<file path="config.mk">
export PLATFORM = sky130hd
export DESIGN_NAME = complex_frame_accumulator_flat
export DESIGN_NICKNAME = d
export VERILOG_FILES = /design/src/rtl/complex_pkg.sv /design/src/rtl/complex_frame_accumulator_if.sv /design/src/rtl/complex_frame_accumulator_acc_lane.sv /design/src/rtl/complex_frame_accumulator.sv /design/src/flat_wrapper.sv
export SDC_FILE = /design/constraint.sdc
export NUM_CORES = 1
export LEC_CHECK = 0
export ABC_AREA = 1
export ABC_CLOCK_PERIOD_IN_PS = 3900
export BUFFER_PORTS_ARGS = -buffer_cell sky130_fd_sc_hd__buf_2
export CAP_MARGIN = 20
export CORE_ASPECT_RATIO = 1.4
export CORE_MARGIN = 3
export CORE_UTILIZATION = 42
export DETAILED_ROUTE_END_ITERATION = 8
export GPL_TIMING_DRIVEN = 0
export PLACE_DENSITY_LB_ADDON = 0.12
export SYNTH_ARGS = -nofsm -noshare
export SYNTH_HDL_FRONTEND = slang
export SYNTH_HIERARCHICAL = 1
export SYNTH_SLANG_ARGS = --single-unit
</file>
<file path="constraint.sdc">
create_clock -name clk -period 3.9 [get_ports clk]
set_input_delay 0.78 -clock clk [delete_from_list [all_inputs] [get_ports clk]]
set_output_delay 0.78 -clock clk [all_outputs]
set_load 0.05 [all_outputs]
</file>
<file path="src/rtl/complex_pkg.sv">
// Shared definitions for the complex multiply / accumulate datapath.
package complex_pkg;

    localparam int unsigned IN_W_DEF      = 16;
    localparam int unsigned FRAME_LEN_DEF = 8;

    // Accumulator width that cannot overflow when summing frame_len inputs of in_w bits.
    function automatic int unsigned calc_out_w(input int unsigned in_w, input int unsigned frame_len);
        return in_w + $clog2(frame_len);
    endfunction

    typedef enum logic {
        ST_EMPTY = 1'b0,
        ST_ACCUM = 1'b1
    } state_t;

endpackage

</file>
<file path="src/rtl/complex_frame_accumulator_if.sv">
// Product stream in, frame sums out.
interface complex_frame_accumulator_if
    import complex_pkg::*;
#(
    parameter int unsigned IN_W      = IN_W_DEF,
    parameter int unsigned FRAME_LEN = FRAME_LEN_DEF,
    parameter int unsigned OUT_W     = calc_out_w(IN_W, FRAME_LEN)
) ();

    localparam int unsigned CNT_W = $clog2(FRAME_LEN) + 1;

    logic signed [IN_W-1:0]  Re_in;
    logic signed [IN_W-1:0]  Im_in;
    logic        [1:0]       data_valid_in;
    logic                    flush;
    logic signed [OUT_W-1:0] Re_out;
    logic signed [OUT_W-1:0] Im_out;
    logic        [CNT_W-1:0] count_out;
    logic                    data_valid_out;

    modport master (
        output Re_in, Im_in, data_valid_in, flush,
        input  Re_out, Im_out, count_out, data_valid_out
    );

    modport slave (
        input  Re_in, Im_in, data_valid_in, flush,
        output Re_out, Im_out, count_out, data_valid_out
    );

endinterface

</file>
<file path="src/rtl/complex_frame_accumulator_acc_lane.sv">
// One signed accumulator lane: adds samples, dumps the sum to an output register on close.
module acc_lane #(
    parameter int unsigned IN_W  = 16,
    parameter int unsigned OUT_W = 19
) (
    input  logic                    clk,
    input  logic                    rst,
    input  logic                    add_en,
    input  logic                    close,
    input  logic signed [IN_W-1:0]  din,
    output logic signed [OUT_W-1:0] sum_out
);

    logic signed [OUT_W-1:0] acc_q, acc_d;
    logic signed [OUT_W-1:0] sum_q, sum_d;
    logic signed [OUT_W-1:0] din_ext_c;
    logic signed [OUT_W-1:0] total_c;

    // Sum including this cycle's sample; on close it goes out and the accumulator restarts at 0.
    always_comb begin
        acc_d     = acc_q;
        sum_d     = sum_q;
        din_ext_c = {{(OUT_W-IN_W){din[IN_W-1]}}, din};
        total_c   = acc_q + (add_en ? din_ext_c : '0);
        if (close) begin
            sum_d = total_c;
            acc_d = '0;
        end else begin
            acc_d = total_c;
        end
    end

    // Accumulator and output registers.
    always_ff @(posedge clk) begin
        if (rst) begin
            acc_q <= '0;
            sum_q <= '0;
        end else begin
            acc_q <= acc_d;
            sum_q <= sum_d;
        end
    end

    assign sum_out = sum_q;

endmodule

</file>
<file path="src/rtl/complex_frame_accumulator.sv">
// Sums FRAME_LEN valid complex products (or fewer on flush) into one registered result.
module complex_frame_accumulator
    import complex_pkg::*;
#(
    parameter int unsigned IN_W      = IN_W_DEF,
    parameter int unsigned FRAME_LEN = FRAME_LEN_DEF,
    parameter int unsigned OUT_W     = calc_out_w(IN_W, FRAME_LEN)
) (
    input  logic                         clk,
    input  logic                         rst,
    complex_frame_accumulator_if.slave   bus
);

    localparam int unsigned CNT_W = $clog2(FRAME_LEN) + 1;

    state_t           state_q, state_d;
    logic [CNT_W-1:0] count_q, count_d;
    logic [CNT_W-1:0] count_out_q, count_out_d;
    logic             valid_q, valid_d;
    logic             accept_c;
    logic             close_c;
    logic [CNT_W-1:0] count_inc_c;
    logic             unused_dv_c;

    // Upper valid bit from the multiplier carries no meaning here.
    assign unused_dv_c = bus.data_valid_in[1];

    // Frame counter, close detection and result strobe.
    always_comb begin
        state_d     = state_q;
        count_d     = count_q;
        count_out_d = count_out_q;
        valid_d     = 1'b0;
        accept_c    = bus.data_valid_in[0];
        count_inc_c = count_q + CNT_W'(accept_c);
        close_c     = (accept_c && (count_inc_c == CNT_W'(FRAME_LEN))) ||
                      (bus.flush && (accept_c || (state_q == ST_ACCUM)));
        if (close_c) begin
            count_out_d = count_inc_c;
            valid_d     = 1'b1;
            count_d     = '0;
            state_d     = ST_EMPTY;
        end else begin
            count_d = count_inc_c;
            state_d = (count_inc_c != '0) ? ST_ACCUM : ST_EMPTY;
        end
    end

    // Control state registers.
    always_ff @(posedge clk) begin
        if (rst) begin
            state_q     <= ST_EMPTY;
            count_q     <= '0;
            count_out_q <= '0;
            valid_q     <= 1'b0;
        end else begin
            state_q     <= state_d;
            count_q     <= count_d;
            count_out_q <= count_out_d;
            valid_q     <= valid_d;
        end
    end

    acc_lane #(.IN_W(IN_W), .OUT_W(OUT_W)) u_lane_re (
        .clk     (clk),
        .rst     (rst),
        .add_en  (accept_c),
        .close   (close_c),
        .din     (bus.Re_in),
        .sum_out (bus.Re_out)
    );

    acc_lane #(.IN_W(IN_W), .OUT_W(OUT_W)) u_lane_im (
        .clk     (clk),
        .rst     (rst),
        .add_en  (accept_c),
        .close   (close_c),
        .din     (bus.Im_in),
        .sum_out (bus.Im_out)
    );

    assign bus.count_out      = count_out_q;
    assign bus.data_valid_out = valid_q;

endmodule

</file>
<file path="src/flat_wrapper.sv">
// flat-port wrapper written by rule: the top's interface ports become plain ports
module complex_frame_accumulator_flat import complex_pkg::*;
#(
    parameter int unsigned IN_W      = IN_W_DEF,
    parameter int unsigned FRAME_LEN = FRAME_LEN_DEF,
    parameter int unsigned OUT_W     = calc_out_w(IN_W, FRAME_LEN)
)
  (clk, rst, bus_Re_in, bus_Im_in, bus_data_valid_in, bus_flush, bus_Re_out, bus_Im_out, bus_count_out, bus_data_valid_out);
  complex_frame_accumulator_if #(.IN_W(IN_W), .FRAME_LEN(FRAME_LEN), .OUT_W(OUT_W)) bus_i ();
  input  logic clk;
  input  logic rst;
  input wire logic [$bits(bus_i.Re_in)-1:0] bus_Re_in;
  input wire logic [$bits(bus_i.Im_in)-1:0] bus_Im_in;
  input wire logic [$bits(bus_i.data_valid_in)-1:0] bus_data_valid_in;
  input wire logic [$bits(bus_i.flush)-1:0] bus_flush;
  output wire logic [$bits(bus_i.Re_out)-1:0] bus_Re_out;
  output wire logic [$bits(bus_i.Im_out)-1:0] bus_Im_out;
  output wire logic [$bits(bus_i.count_out)-1:0] bus_count_out;
  output wire logic [$bits(bus_i.data_valid_out)-1:0] bus_data_valid_out;
  assign bus_i.Re_in = bus_Re_in;
  assign bus_i.Im_in = bus_Im_in;
  assign bus_i.data_valid_in = bus_data_valid_in;
  assign bus_i.flush = bus_flush;
  assign bus_Re_out = bus_i.Re_out;
  assign bus_Im_out = bus_i.Im_out;
  assign bus_count_out = bus_i.count_out;
  assign bus_data_valid_out = bus_i.data_valid_out;
  complex_frame_accumulator #(.IN_W(IN_W), .FRAME_LEN(FRAME_LEN), .OUT_W(OUT_W)) u_core (.clk(clk), .rst(rst), .bus(bus_i));
endmodule
</file>
==> results of run 1 <==
through the flow:
step,std cells,setup slack [ps],total power [mW]
2_1_floorplan,741,1390,1.39
3_3_place_gp,963,656,1.52
3_5_place_dp,963,642,1.52
4_1_cts,979,1000,2.46
5_1_grt,979,750,2.56
6_report,979,1040,2.42
layer usage:
metal	vias to the layer above	GRT usage (%)
met4	0	7.39
met5	-	0
met3	16	3.12
li1	2492	-
met2	88	38.6
met1	2139	20.2
report_power, final:
part	leakage [nW]	switching, mW	total (mW)	internal, mW
registers	0.703	0.0259	0.971	0.945
clock network	0.146	0.356	0.919	0.563
logic	2.44	0.365	0.530	0.165
cells by family (layout without fill, tap and decap cells):
| group | after synthesis | count (layout) |
|---|---|---|
| simple gates | 415 | 415 |
| buf+inv | 116 | 210 |
| flops | 86 | 86 |
| compound gates | 64 | 64 |
| fa+ha+maj | 40 | 40 |
| xor+xnor | 20 | 20 |
worst max-delay path: stages:
cell and delay, ps:
buf_2 150, ha_1 250, ha_1 330, nor2_1 130, nand3_2 110, nor2_4 120
nand2_4 100, nand2_4 120, inv_1 60, nor2_2 410, inv_1 110, clkbuf_1 250
o21ai_0 230
synthesized netlist by cell type, types with 4 or more instances:
library cell,number
a21oi_1,33
and2_1,4
clkbuf_1,10
dfxtp_1,86
ha_1,38
inv_1,100
nand2_1,254
nand3_1,49
nand3_2,6
nand3b_1,8
nand4_1,7
nor2_1,76
nor3_1,4
o21ai_0,26
o21ai_1,4
xnor2_1,12
xor2_1,8
area by class of cell:
type	instances	area (um2)	area share, %
repair buffers	78	390	6.71
inverters	103	387	6.65
plain buffers	13	55.1	0.946
multi-input cells	539	2770	47.6
flip-flops and latches	86	1720	29.6
well taps	144	180	3.10
clock inverters	5	83.8	1.44
clock buffers	11	233	4.00
worst min path at each step:
stage	start	endpoint	slack, ps	depth (start not counted)
after global placement	u_core/u_lane_im/sum_out[11]	u_core/u_lane_im/sum_out[11]	430	2
after floorplan	u_core/u_lane_im/acc_q[0]	u_core/u_lane_im/acc_q[0]	550	3
after detailed placement	u_core/u_lane_re/sum_out[13]	u_core/u_lane_re/sum_out[13]	430	2
after CTS	u_core/u_lane_re/sum_out[14]	u_core/u_lane_re/sum_out[14]	450	2
final	u_core/u_lane_im/sum_out[12]	u_core/u_lane_im/sum_out[12]	450	2
after global routing	u_core/u_lane_im/sum_out[12]	u_core/u_lane_im/sum_out[12]	470	2
sequential cells by signal, summed over array words and instances, names as in the netlist:
signal                     cells
u_core/u_lane_im/acc_q        19
u_core/count_q                 4
u_core/u_lane_im/sum_out      19
u_core/bus.count_out           4
u_core/u_lane_re/sum_out      19
u_core/state_q                 1
u_core/bus.data_valid_out      1
u_core/u_lane_re/acc_q        19
==> reports/metrics.yaml, run 1 <==
first_pass_iters: 6
clock_path_buffers: 2
die_x_um: 97.6
ys_types: 27
cts_setup_buffers: 0
yosysWarnings: 6
period_share_pct: 73.5
status: "complete, no violations"
drtIter0Drc: 140
die_area_um2: 13100
worstReg2RegEnd: "u_core/u_lane_re/sum_out[5]"
seq_area_frac_synth_pct: 34.9
cts.sink_count: 86
root_buffer: "clkbuf_16"
utilization_pct: 51.0
maxSlewHeadroom_pct: 65.0
synthArstFlopShare_pct: 0
cp-end-kind: "register"
place_congestion: 0.890
initial_core_util_pct: 43.3
startpoint_type: "input pin"
ctsHoldBuffers: 0
diodes: 0
worstSetupEndpoint: "u_core/u_lane_re/sum_out[5]"
synth_compound_area_share_pct: 6.57
grt_max_degree: 15
route.met2.wl_um: 6790
postRouteAntennaNets: 0
grt_pass1_wl_um: 20900
critical_path_required_ps: 4160
dp_hpwl_um: 9700
place_area_um2: 5500
drv_slew: 0
hold_ws_ps: 447
wl_um: 12200
rsz0062_at_grt: "no"
cp_max_fo: 10
antenna_found_initial: 0
grt.total_usage_pct: 19.5
ctsResizeCount: 0
viasPerCell: 4.84
syn-cell-area_um2: 4930
worst_r2r_path_depth: 12
port-buffer-count: 78
io_pins: 80
drcViolationCount: 0
area_growth_syn_to_layout_pct: 18.0
cp.arrival_ps: 3120
clkLatencyLatePin_ps: 340
fmaxAchievable_mhz: 349
num_rows: 46
startpoint: "bus_data_valid_in[0]"
avgRoutedWirePerCell_um: 12.4
fin_nets: 907
r2r_slack_ps: 1360
synthXorXnorAreaFrac_pct: 3.55
htreeDepth: 3
fin_skew_ps: 6.81
r2r_start: "u_core/count_q[0]"
synth_edf_count: 0
grt_pass1_vias: 4692
max-vdd-ir-drop_v: 0.000197
syn_inst: 741
synthesis.nets: 818
timing_hold_violations_final: 0
highest-signal-layer: "met4"
fin_tns_setup_ps: 0
synth_top_family_by_area: "simple AND/OR/NAND/NOR gates"
setup_viol: 0
stdcell_area_um2: 5820
final_cell_mix: "nand2_1, inv_1, dfxtp_1"
yosys.area_share.adder_pct: 10.5
crit_type: "input pin to register"
synthSimpleGateAreaFrac_pct: 35.5
worstHoldPathType: "register to register"
synthTopCellsByArea: "dfxtp_1, nand2_1, ha_1"
avgSynthCellArea_um2: 6.65
numCtsBuffers: 9
drive_gt1_share_pct: 13.2
cap_violations: 0
synthFlopType: "dfxtp_1"
p_per_area_nw_per_um2: 416
fillers: 1234
netlist.area_leader.share_pct: 34.9
drt-met1-wl_um: 4790
num_vias: 4735
clkTransAtPathRegs_ps: 60
synth_top_area_cell: "dfxtp_1"
gr-total-overflow: 0
p_leak_nw: 3.29
tritoncts: "yes"
core_um2: 11400
worst_pin_slew_ps: 524
final_common_cell: "nand2_1"
synthMuxAreaShare_pct: 0
synth-seq-cells: 86
die_h_um: 134
route.met3.wl_um: 383
fin_crit_ps: 2860
Power figures use the tool's default switching activity.
==> run 2: changes to the inputs <==
Settings changed: ABC_AREA 1 to 0, ABC_CLOCK_PERIOD_IN_PS 3900 to 2410.
Clock period 3.9 ns to 2.41 ns, I/O delays scaled along.
==> run 2 against run 1 <==
Synthesized cell count is 27% lower; hold slack better by 14 ps; combinational power is 82% higher; sequential power is 63% higher; critical path depth is 3 lower; design area is 1.9% higher; clock skew is 3.1 ps lower; count of clock-buffer cells in the layout stayed put; critical path type unchanged; largest power group unchanged; highest routed layer unchanged.
==> reports/metrics.yaml, run 2 <==
status: "complete, no violations"
grt_max_degree: 19  # +4
cts.sink_count: 86  # unchanged
synth_top_area_cell: "dfxtp_1"
cp_cell_sequence: "buf_12 > buf_8 > and2_4 > ha_4 > buf_6 > a21o_1 > o31a_1 > o21a_1 > or3_1 > a32o_1"
io_pins: 80  # unchanged
cp-end-kind: "register"
p_per_area_nw_per_um2: 660  # +59%
fin_nets: 705  # -22%
worst_path_max_delay_cell: "or3_1"
synth-seq-cells: 86  # unchanged
die_h_um: 132  # -1.6%
die_x_um: 96.0  # -1.6%
root_buffer: "clkbuf_16"
critical_path_required_ps: 2630  # -1530 ps
avgSynthCellArea_um2: 8.84  # +33%
worstHoldPathType: "register to register"
drv_slew: 0  # unchanged
area_growth_syn_to_layout_pct: 24.3
cp_max_fo: 18  # +8
htreeDepth: 3  # unchanged
r2r_start: "u_core/count_q[0]"
synthArstFlopShare_pct: 0  # unchanged
critPathMaxStageDelay_ps: 360  # -50 ps
p_leak_nw: 2.72  # -17%
timing_hold_violations_final: 0  # unchanged
setup_slack_ps: 52.1  # -983 ps
cap_violations: 0  # unchanged
syn-cell-area_um2: 4770  # -3.3%
synthesis.nets: 616  # -25%
netlist.area_leader.share_pct: 36.1  # +1.2 points
final_cell_mix: "dfxtp_1, buf_2, and2_1"
hold_ws_ps: 461  # +13.9 ps
hold_start: "u_core/bus.count_out[3]"
grt_pass1_vias: 4246  # -9.5%
final_common_cell: "dfxtp_1"
synthFlopType: "dfxtp_1"
worst_r2r_path_depth: 10  # -2
fin_crit_ps: 2360
port-buffer-count: 78  # unchanged
postRouteAntennaNets: 0  # unchanged
max-vdd-ir-drop_v: 0.000347  # +76%
synth_edf_count: 0  # unchanged
wl_um: 11900  # -2.5%
viasPerCell: 5.29  # +9.3%
fmaxAchievable_mhz: 424
tritoncts: "yes"
clock_path_buffers: 2  # unchanged
fin_tns_setup_ps: 0  # unchanged
fillers: 1075  # -13%
first_pass_iters: 4  # -2
holdPathEnd: "u_core/bus.count_out[3]"
startpoint_type: "input pin"
num_vias: 4086  # -14%
seq_area_frac_synth_pct: 36.1  # +1.2 points
gr-total-overflow: 0  # unchanged
synthTopCellsByArea: "dfxtp_1, ha_1, and2_1"
maxSlewHeadroom_pct: 63.9  # -1.2 points
drcViolationCount: 0  # unchanged
drive_gt1_share_pct: 25.6  # +12 points
die_area_um2: 12700  # -3.1%
ys_types: 59  # +120%
setup_viol: 0  # unchanged
rsz0062_at_grt: "no"
worstReg2RegEnd: "u_core/u_lane_re/sum_out[18]"
drtIter0Drc: 83  # -41%
yosysMostFrequentCell: "dfxtp_1"
numCtsBuffers: 9  # unchanged
worst_pin_slew_ps: 542  # +18.5 ps
cp.arrival_ps: 2580  # -540 ps
fin_skew_ps: 3.72  # -3.08 ps
initial_core_util_pct: 43.4  # +0.15 points
startpoint: "bus_data_valid_in[0]"
grt_pass1_wl_um: 19600  # -6.1%
avgRoutedWirePerCell_um: 15.4  # +24%
ctsHoldBuffers: 0  # unchanged
dp_hpwl_um: 9020  # -7.0%
utilization_pct: 54.0  # +2.9 points
antenna_found_initial: 0  # unchanged
crit_type: "input pin to register"
clkLatencyLatePin_ps: 330  # about the same
clkTransAtPathRegs_ps: 60  # about the same
yosysWarnings: 6  # unchanged
core_um2: 11000  # -3.7%
syn_inst: 539  # -27%
netlist_top_cells_count: "dfxtp_1, and2_1, nor2_1"
period_share_pct: 97.8
hold_path_depth: 2  # unchanged
place_congestion: 0.858  # -3.5%
grt.total_usage_pct: 19.5  # -0.041 points
diodes: 0  # unchanged
num_rows: 45  # -2.2%
r2r_slack_ps: 140  # -1220 ps
dp_slack_ps: -856  # -1500 ps
==> run 2: area by class of cell <==
class	instances	area (um2)	area share [%]
Clock buffer	11	243	4.10
Timing Repair Buffer	83	443	7.47
Buffer	19	123	2.07
Clock inverter	4	47.5	0.802
Inverter	24	92.6	1.56
Sequential cell	86	1720	29.1
Tap cell	141	176	2.98
Multi-Input combinational cell	405	3080	52.0
==> run 2: worst max-delay path by stage <==
stage,endpoint,depth (start not counted)
after floorplan,u_core/u_lane_im/sum_out[18],10
after global placement,u_core/u_lane_re/sum_out[18],10
after detailed placement,u_core/u_lane_re/sum_out[18],10
after CTS,u_core/u_lane_re/sum_out[18],11
after global routing,u_core/u_lane_re/sum_out[18],10
final,u_core/u_lane_im/sum_out[18],10
==> run 2: kinds of logic (layout without fill, tap and decap cells) <==
| group | Yosys count | in the layout | synth area share [%] |
|---|---|---|---|
| compound gates | 138 | 138 | 20.1 |
| xor+xnor | 35 | 35 | 6.59 |
| fa+ha+maj | 40 | 40 | 10.8 |
| buf+inv | 48 | 141 | 4.04 |
| flops | 86 | 86 | 36.1 |
| mux | 15 | 15 | 3.15 |
| simple gates | 177 | 177 | 19.1 |
==> run 2: critical path, delay by kind of cell <==
family                   cells  cell delay, ps
AO/OA/AOI/OAI                4             970
adder cells (fa/ha/maj)      1             230
buffers and inverters        3             400
AND/OR/NAND/NOR              2             500
==> run 2: stage by stage <==
stage,std cells,power (mW),cell area [um2]
floorplan,539,2.31,4870
detailed placement,758,2.54,5440
global placement,758,2.52,5440
finish,773,3.91,5930
CTS,774,3.95,5820
global route,773,4.12,5930
==> run 2: layer usage <==
metal  up-vias  GRT usage (%)  routed length [um]
met2        95           36.4                6550
li1       2062              -                   -
met5         -              0                   0
met3        29           3.48                 446
met1      1900           21.1                4590
met4         0           6.80                 285
==> run 2: what timing repair did <==
action,CTS,global route
gates resized for setup,20,22
pin swaps,6,12
setup buffers,2,3
endpoints found under the setup margin,71,46
==> run 2: power breakdown <==
group          internal (mW)  total [mW]  leakage [nW]  switching, mW
logic                  0.345       0.963          1.87          0.618
clock network          0.822        1.37         0.141          0.546
registers               1.53        1.58         0.703         0.0453
total                   2.70        3.91          2.72           1.21
